### src/rtl/hilo_div_ctrl.sv
// hilo_div_ctrl
//   EX-stage front end for an iterative divider. Decodes DIV/DIVU/MTHI/MTLO,
//   holds the operands and the run enable steady at the divider for the whole
//   divide, and collects the quotient/remainder into the architectural LO/HI
//   registers. It stalls EX while a divide is in flight and applies pipeline
//   flushes so that a divider past its cancel window is always drained cleanly.
//
// Ports
//   clk, reset            clock (rising edge), asynchronous active-high reset
//   ex_valid, ex_op       EX instruction valid / opcode (1 DIV, 2 DIVU, 3 MTHI, 4 MTLO)
//   ex_rs_val, ex_rt_val  rs (dividend / MT source) and rt (divisor) operands
//   ex_hold, flush        external EX hold; kill of the instruction in EX
//   div_en, div_signed    divider run enable and signed-mode select
//   div_x, div_y          registered dividend / divisor
//   div_cancel            one-cycle abort pulse (only inside the cancel window)
//   div_s, div_r          quotient / remainder from the divider
//   div_complete          one-cycle pulse: div_s/div_r valid
//   hi, lo                architectural HI / LO registers
//   ex_stall              combinational EX stall
//   busy                  controller not idle
module hilo_div_ctrl #(
  parameter int DW         = 32,
  parameter int CANCEL_WIN = 3
) (
  input  logic          clk,
  input  logic          reset,
  input  logic          ex_valid,
  input  logic [2:0]    ex_op,
  input  logic [DW-1:0] ex_rs_val,
  input  logic [DW-1:0] ex_rt_val,
  input  logic          ex_hold,
  input  logic          flush,
  output logic          div_en,
  output logic          div_signed,
  output logic [DW-1:0] div_x,
  output logic [DW-1:0] div_y,
  output logic          div_cancel,
  input  logic [DW-1:0] div_s,
  input  logic [DW-1:0] div_r,
  input  logic          div_complete,
  output logic [DW-1:0] hi,
  output logic [DW-1:0] lo,
  output logic          ex_stall,
  output logic          busy
);

  localparam logic [2:0] OP_DIV  = 3'd1;
  localparam logic [2:0] OP_DIVU = 3'd2;
  localparam logic [2:0] OP_MTHI = 3'd3;
  localparam logic [2:0] OP_MTLO = 3'd4;

  // cnt saturates here; a flush at or beyond it can no longer cancel.
  localparam logic [1:0] CNT_SAT = 2'(CANCEL_WIN);

  typedef enum logic [1:0] {
    IDLE  = 2'd0,
    BUSY  = 2'd1,
    DRAIN = 2'd2,
    DONE  = 2'd3
  } state_t;

  state_t        state_q, state_d;
  logic [1:0]    cnt_q, cnt_d;
  logic [DW-1:0] hi_q, hi_d;
  logic [DW-1:0] lo_q, lo_d;
  logic [DW-1:0] div_x_q, div_x_d;
  logic [DW-1:0] div_y_q, div_y_d;
  logic          div_signed_q, div_signed_d;
  logic          div_en_q, div_en_d;
  logic          div_cancel_q, div_cancel_d;

  logic op_is_div;
  logic op_is_mt;

  assign op_is_div = (ex_op == OP_DIV) || (ex_op == OP_DIVU);
  assign op_is_mt  = (ex_op == OP_MTHI) || (ex_op == OP_MTLO);

  // Next-state and datapath update
  always_comb begin
    state_d      = state_q;
    cnt_d        = cnt_q;
    hi_d         = hi_q;
    lo_d         = lo_q;
    div_x_d      = div_x_q;
    div_y_d      = div_y_q;
    div_signed_d = div_signed_q;
    div_cancel_d = 1'b0;

    unique case (state_q)
      IDLE: begin
        if (ex_valid && op_is_div && !flush) begin
          // Operands are captured only here and never re-sampled mid-divide.
          state_d      = BUSY;
          cnt_d        = 2'd0;
          div_x_d      = ex_rs_val;
          div_y_d      = ex_rt_val;
          div_signed_d = (ex_op == OP_DIV);
        end else if (ex_valid && op_is_mt && !flush && !ex_hold) begin
          if (ex_op == OP_MTHI) begin
            hi_d = ex_rs_val;
          end else begin
            lo_d = ex_rs_val;
          end
        end
      end
      BUSY: begin
        if (cnt_q < CNT_SAT) begin
          cnt_d = cnt_q + 2'd1;
        end
        // A result arriving together with a flush belongs to a killed
        // instruction: drop it. The divider has finished, so no cancel.
        if (flush && div_complete) begin
          state_d = IDLE;
        end else if (flush && (cnt_q < CNT_SAT)) begin
          state_d      = IDLE;
          div_cancel_d = 1'b1;
        end else if (flush) begin
          // Too late to cancel: keep the divider running until it reports.
          state_d = DRAIN;
        end else if (div_complete) begin
          lo_d    = div_s;
          hi_d    = div_r;
          state_d = DONE;
        end
      end
      DRAIN: begin
        if (div_complete) begin
          state_d = IDLE;
        end
      end
      DONE: begin
        // Holding here while EX is held stops the same DIV from re-issuing.
        if (!ex_hold || flush) begin
          state_d = IDLE;
        end
      end
      default: begin
        state_d = IDLE;
      end
    endcase

    // Enable is registered so it rises the cycle after issue and drops for at
    // least one cycle after every completion or cancel.
    div_en_d = (state_d == BUSY) || (state_d == DRAIN);
  end

  always_ff @(posedge clk or posedge reset) begin
    if (reset) begin
      state_q      <= IDLE;
      cnt_q        <= 2'd0;
      hi_q         <= '0;
      lo_q         <= '0;
      div_x_q      <= '0;
      div_y_q      <= '0;
      div_signed_q <= 1'b0;
      div_en_q     <= 1'b0;
      div_cancel_q <= 1'b0;
    end else begin
      state_q      <= state_d;
      cnt_q        <= cnt_d;
      hi_q         <= hi_d;
      lo_q         <= lo_d;
      div_x_q      <= div_x_d;
      div_y_q      <= div_y_d;
      div_signed_q <= div_signed_d;
      div_en_q     <= div_en_d;
      div_cancel_q <= div_cancel_d;
    end
  end

  // Stall is forced low during reset so EX is not frozen by stale state.
  always_comb begin
    ex_stall = 1'b0;
    if (!reset && ex_valid) begin
      ex_stall = (op_is_div && ((state_q == IDLE) || (state_q == BUSY)))
              || (op_is_mt  && ((state_q == BUSY) || (state_q == DRAIN)))
              || (state_q == DRAIN);
    end
  end

  assign busy       = (state_q != IDLE);
  assign div_en     = div_en_q;
  assign div_signed = div_signed_q;
  assign div_x      = div_x_q;
  assign div_y      = div_y_q;
  assign div_cancel = div_cancel_q;
  assign hi         = hi_q;
  assign lo         = lo_q;

endmodule

### config.mk
export PLATFORM = sky130hd
export DESIGN_NAME = hilo_div_ctrl
export DESIGN_NICKNAME = d
export VERILOG_FILES = /design/src/rtl/hilo_div_ctrl.sv
export SDC_FILE = /design/constraint.sdc
export NUM_CORES = 1
export LEC_CHECK = 0
export CORE_ASPECT_RATIO = 2
export CORE_UTILIZATION = 43
export CTS_CLUSTER_SIZE = 16
export DETAILED_ROUTE_END_ITERATION = 10
export PLACE_DENSITY_LB_ADDON = 0.12
export RECOVER_POWER = 25
export SLEW_MARGIN = 15
export SYNTH_ARGS = -nofsm -noshare
export SYNTH_HDL_FRONTEND = slang
export SYNTH_SLANG_ARGS = --single-unit
### constraint.sdc
create_clock -name clk -period 6.77 [get_ports clk]
set_input_delay 1.354 -clock clk [delete_from_list [all_inputs] [get_ports clk]]
set_output_delay 1.354 -clock clk [all_outputs]
set_load 0.005 [all_outputs]
==> impl_metrics.tcl, run 1 <==
set metrics [dict create \
    drt_iter0_drc 184 \
    yosys-top-cells-area "dfrtp_1 55%, nand2_1 16%, mux2_4 15%, mux2_2 6.5%, buf_6 1.3%" \
    syn_nets 713 \
    cp.arrival_ps 3290 \
    place_ws_ps 2180 \
    yosys.area.top_type_share_pct 54.5 \
    worst_setup_path_end_kind "output port" \
    setup_viol 0 \
    grt_pass1_vias 5231 \
    r2r_setup_slack_ps 3580 \
    ys_seq_area_share_pct 54.5 \
    min-delay-path-class "register to register" \
    crit_path_top_delay_cell "dlygate4sd3_1" \
    grt_max_degree 80 \
    postRouteAntennaNets 0 \
    finalCritPeriodShare_pct 68.6 \
    slowest_delay_ps 580 \
    ys_warn_count 0 \
    synth_compound_area_share_pct 2.40 \
    die-area_um2 14900 \
    synth-simple-area-share_pct 17.7 \
    gp_congestion 0.865 \
    fin_nets 976 \
    hold_viol 0 \
    yosys.area_share.adder_pct 1.01 \
    numCtsBuffers 17 \
    crit_chain "dlygate4sd3_1 -> inv_4 -> nand2_1 -> a21oi_1 -> clkdlybuf4s50_1" \
    synth_xor_area_share_pct 0.283 \
    drt-total-wl_um 18200 \
    grt_pass1_wl_um 27500 \
    clkSlewWorstSetupHoldPaths_ps 60 \
    antenna_found_initial 0 \
    synth_cells 571 \
    synth_area_um2 6200 \
    synth_top_family_by_area "multiplexers" \
    reg2reg_depth 6 \
    drc 0 \
    setup_tns_ps 0 \
    worstPathRequired_ps 5420 \
    avgSynthCellArea_um2 10.9 \
    min_from "div_y[17]" \
    num_antenna_cells 0 \
    dpl.hpwl_um 13200 \
    synth_top_area_cell "dfrtp_1" \
    cts_setup_buffers 0 \
    post_cts_resized 0 \
    min_to "div_y[17]" \
    io_buffers 269 \
    cts_tree "done" \
    clock_sinks 135 \
    grtUsageTotal_pct 24.9 \
    fin_crit_ps 4650 \
    fmax_mhz 215 \
    holdPathStages 2 \
    slew_headroom_pct 24.7 \
    synthMuxAreaShare_pct 21.1 \
    worst_pin_slew_ps 1130 \
    dr.pass1.iters 5 \
    num_rows 61 \
    reg2reg_to "lo[28]" \
    p_comb_share_pct 47.8 \
    leakage_uw 0.00466 \
    cts-root-buf "clkbuf_16" \
    coreArea_um2 14000 \
    layout_setup_ws_ps 2120 \
    finalMaxSlewViolations 0 \
    vdd_drop_max_v 0.000354 \
    synth.distinct_cells 36 \
    rsz0062_at_grt "false" \
    power_frac_clock_pct 20.4 \
    drive_above_1_share_pct 16.3 \
    skew_ps 4.73 \
    hold_buffers 0 \
    worst-path-max-fanout 58 \
    htree_levels 4 \
    insertion_delay_ps 410 \
    die_h_um 172 \
    cap_violations 0 \
    worstSetupPathType "input pin to output port" \
    p_sw_share_pct 31.7 \
    p_seq_share_pct 31.8 \
    internal-power_uw 3100 \
    status "complete, no violations" \
    vias_per_cell 4.91 \
    overflow 0 \
    ys_ff_latch 135 \
    power.switching_uw 1440 \
    wl_per_cell_um 17.6 \
    pin_count 270 \
    r2r-start "state_q[0]" \
    num_vias 5079 \
    cts_buffer_depth 2 \
    initial_core_util_pct 44.4 \
    syn2layout_area_growth_pct 54.6 \
    start_kind "input pin" \
    powerDensity_nw_per_um2 474 \
    die_w_um 86.9 \
]
[critical path, delay by kind of cell]
kind            cells  cell delay, ps
compound gates      1             150
simple gates        1             120
buf+inv             3            1630
[state kept, by name, summed over array words and instances, names as in the netlist]
signal and cells:
div_x 32, div_en 1, lo 32, cnt_q 2, state_q 2, hi 32, div_signed 1, div_cancel 1
div_y 32
[kinds of logic (layout without fill, tap and decap cells)]
logic type | after synthesis | count (layout)
AND/OR/NAND/NOR | 279 | 279
flip-flops | 135 | 135
multiplexers | 96 | 96
buffers and inverters | 35 | 310
AO/OA/AOI/OAI | 19 | 19
adder cells (fa/ha/maj) | 5 | 5
XOR/XNOR | 2 | 2
[worst max-delay path by stage]
stage	from	endpoint	slack, ps	depth (start not counted)
final	reset	ex_stall	2120	5
after global routing	reset	ex_stall	1920	5
after CTS	reset	ex_stall	2190	5
after detailed placement	flush	lo[28]	2180	6
after global placement	reset	ex_stall	2230	5
after floorplan	reset	ex_stall	900	3
[power by group through the flow]
stage                     Sequential (µW)  Combinational, µW  Clock, µW
after floorplan                      1460               1070          0
after global placement               1430               2190          0
after detailed placement             1450               2240          0
after CTS                            1450               2250        945
after global routing                 1490               2350        982
final                                1440               2170        925
[layout make-up]
cell class,instances,area (µm²)
Sequential cell,135,3380
Clock inverter,14,164
Clock buffer,17,425
Inverter,6,25.0
Tap cell,189,236
Timing Repair Buffer,273,2720
Multi-Input combinational cell,401,2630
Fill cell,1088,4380
[cell usage after synthesis (all sizes together)]
cell	instances
or2	1
nand4b	1
buf	15
inv	5
clkinv	1
o21ai	2
a22oi	1
a211o	1
clkbuf	14
a21oi	3
a221o	2
a32o	1
o41ai	1
xor2	2
a22o	2
o21bai	1
dfrtp	135
nand2	262
ha	5
or3	1
a211oi	2
nand3	2
and3	1
nand3b	2
o211a	1
a21o	1
a2111oi	1
nand2b	4
nor3b	2
nor3	2
mux2	96
nor2	1
[stage by stage]
stage | util (%) | power, µW | area [µm²] | std cells | hold slack (ps)
finish | 68.6 | 4540 | 9590 | 1035 | 468
global route | 68.6 | 4810 | 9590 | 1035 | 491
CTS | 68.7 | 4640 | 9590 | 1035 | 478
detailed placement | 64.4 | 3690 | 9000 | 1004 | 462
global placement | 64.4 | 3620 | 9000 | 1004 | 456
floorplan | - | 2540 | 6200 | 571 | 467
[cells in the final DEF, fill, tap and decap left out, drive strengths merged, types with 4 or more instances in the layout]
cell type	n
inv	12
dfrtp	135
clkbuf	17
buf	4
ha	5
dlygate4sd3	43
nand2b	4
nand2	262
clkdlybuf4s50	226
mux2	96
[routing by layer]
metal  part of all wire (%)  track usage [%]
met1                     36             26.0
met2                     55             45.8
met3                    5.6             5.47
met4                    3.2             12.0
met5                      0                0
(Power assumes the default switching activity.)
==> run 2, diff against run 1 <==
- CORE_UTILIZATION: 43 -> 38
- clock period: 6.77 -> 3.79 ns (I/O delays scaled with it)
==> impl_metrics.tcl, run 2 (synthesized netlist as in run 1, its figures left out) <==
set metrics [dict create \
    finalMaxSlewViolations 80 \
    skew_ps 3.61 \
    p_seq_share_pct 31.4 \
    fillCellCount 1354 \
    placed_cell_area_um2 9090 \
    coreArea_um2 15900 \
    post_cts_resized 0 \
    status "complete, but fails checks" \
    grtUsageTotal_pct 23.2 \
    worst-path-max-fanout 15 \
    clock_sinks 135 \
    p_comb_share_pct 48.1 \
    leakage_uw 0.00467 \
    setup_viol 0 \
    slew_headroom_pct -35.6 \
    r2r-start "state_q[1]" \
    drt-total-wl_um 19000 \
    rsz0062_at_grt "false" \
    worst_setup_path_end_kind "output port" \
    insertion_delay_ps 420 \
    hold_buffers 0 \
    internal-power_uw 5690 \
    worstSetupPathType "register to output port" \
    layout_common_cells "262 x nand2_1, 249 x clkdlybuf4s50_1, 135 x dfrtp_1" \
    vias_per_cell 4.85 \
    finalCritPeriodShare_pct 91.5 \
    postRouteAntennaNets 0 \
    die_w_um 92.3 \
    fmax_mhz 288 \
    drive_above_1_share_pct 17.0 \
    grt_max_degree 80 \
    min_from "div_y[4]" \
    final_common_cell "nand2_1" \
    cts_setup_buffers 0 \
    wl_per_cell_um 18.0 \
    hold_viol 0 \
    worstPathRequired_ps 3030 \
    violations "capacitance limit, slew limit" \
    grt_pass1_vias 5397 \
    fin_nets 982 \
    vdd_drop_max_v 0.000389 \
    pin_count 270 \
    initial_core_util_pct 39.1 \
    htree_levels 4 \
    fin_crit_ps 3470 \
    cp.arrival_ps 2710 \
    drc 0 \
    gp_congestion 0.940 \
    drt_iter0_drc 248 \
    cts-root-buf "clkbuf_16" \
    setup_tns_ps 0 \
    power.switching_uw 2550 \
    overflow 0 \
    worst_pin_slew_ps 2030 \
    num_vias 5121 \
    dr.pass1.iters 4 \
    num_rows 65 \
    cts_buffer_depth 2 \
    cts_tree "done" \
    die-area_um2 16900 \
    dpl.hpwl_um 14000 \
    p_sw_share_pct 31.0 \
    numCtsBuffers 17 \
    cp-startpoint "state_q[1]" \
    antenna_found_initial 2 \
    io_buffers 269 \
    cap_violations 1 \
    start_kind "register" \
    min-delay-path-class "register to register" \
    clkSlewWorstSetupHoldPaths_ps 60 \
    syn2layout_area_growth_pct 56.4 \
    power_frac_clock_pct 20.5 \
    die_h_um 183 \
    final_area_um2 9700 \
    grt_pass1_wl_um 29300 \
    powerDensity_nw_per_um2 850 \
]
## run 2: cell types whose count changed in the layout (fill, tap and decap cells not counted), sizes merged
cell	change
clkinv	+2
clkbuf	+4
clkinvlp	+3
diode	+2
inv	-8
buf	+5
clkdlybuf4s50	+23
dlygate4sd3	-23
bufinv	+1
## run 2: power by group through the flow
stage	clock, µW	sequential [µW]	combinational (µW)
global placement	0	2570	3980
CTS	1730	2600	4070
floorplan	0	2610	1920
finish	1690	2590	3970
global route	1790	2680	4280
detailed placement	0	2610	4050
## run 2: cell type report
cell class	count	area, µm²	share of cell area (%)
sequential	135	3380	34.8
timing repair buffer	279	2790	28.8
multi-input combinational	401	2640	27.2
clock buffer	20	457	4.71
tap	201	251	2.59
clock inverter	12	151	1.56
inverter	6	23.8	0.245
antenna	2	5.00	0.0516
## run 2: worst paths after layout
| check | slack (ps) | cells past startpoint | endpoint |
|---|---|---|---|
| max in group asynchronous | 650 | 4 | lo[1] |
| setup reg to reg | 1010 | 7 | hi[31] |
| setup / recovery | 320 | 7 | ex_stall |
| hold / removal | 470 | 2 | div_y[4] |
| hold reg to reg | 470 | 2 | div_y[4] |
| min in group asynchronous | 1500 | 3 | cnt_q[0] |
## run 2: worst max-delay path, stage by stage (launching register included)
cell	delay, ps
dfrtp_1	430
inv_1	130
ha_2	200
clkinv_1	420
a211oi_1	370
o21bai_1	90
a21oi_1	140
clkdlybuf4s50_1	530
## run 2: through the flow
step	hold WS [ps]	worst slack [ps]	cells	utilization, %	power [µW]
after floorplan	467	79.4	571	-	4530
after global placement	457	622	1022	57.3	6550
after global routing	492	117	1056	61.1	8750
after CTS	476	301	1054	61.1	8390
final	469	323	1056	61.1	8250
after detailed placement	461	545	1022	57.3	6660
## run 2: metal layers
layer	routed length [µm]	track usage, %	part of all wire (%)	vias to the layer above
li1	-	-	-	2401
met1	6780	24.6	36	2442
met2	10200	41.0	53	229
met3	1180	6.50	6.2	49
met4	893	12.3	4.7	0
met5	0	0	0	-
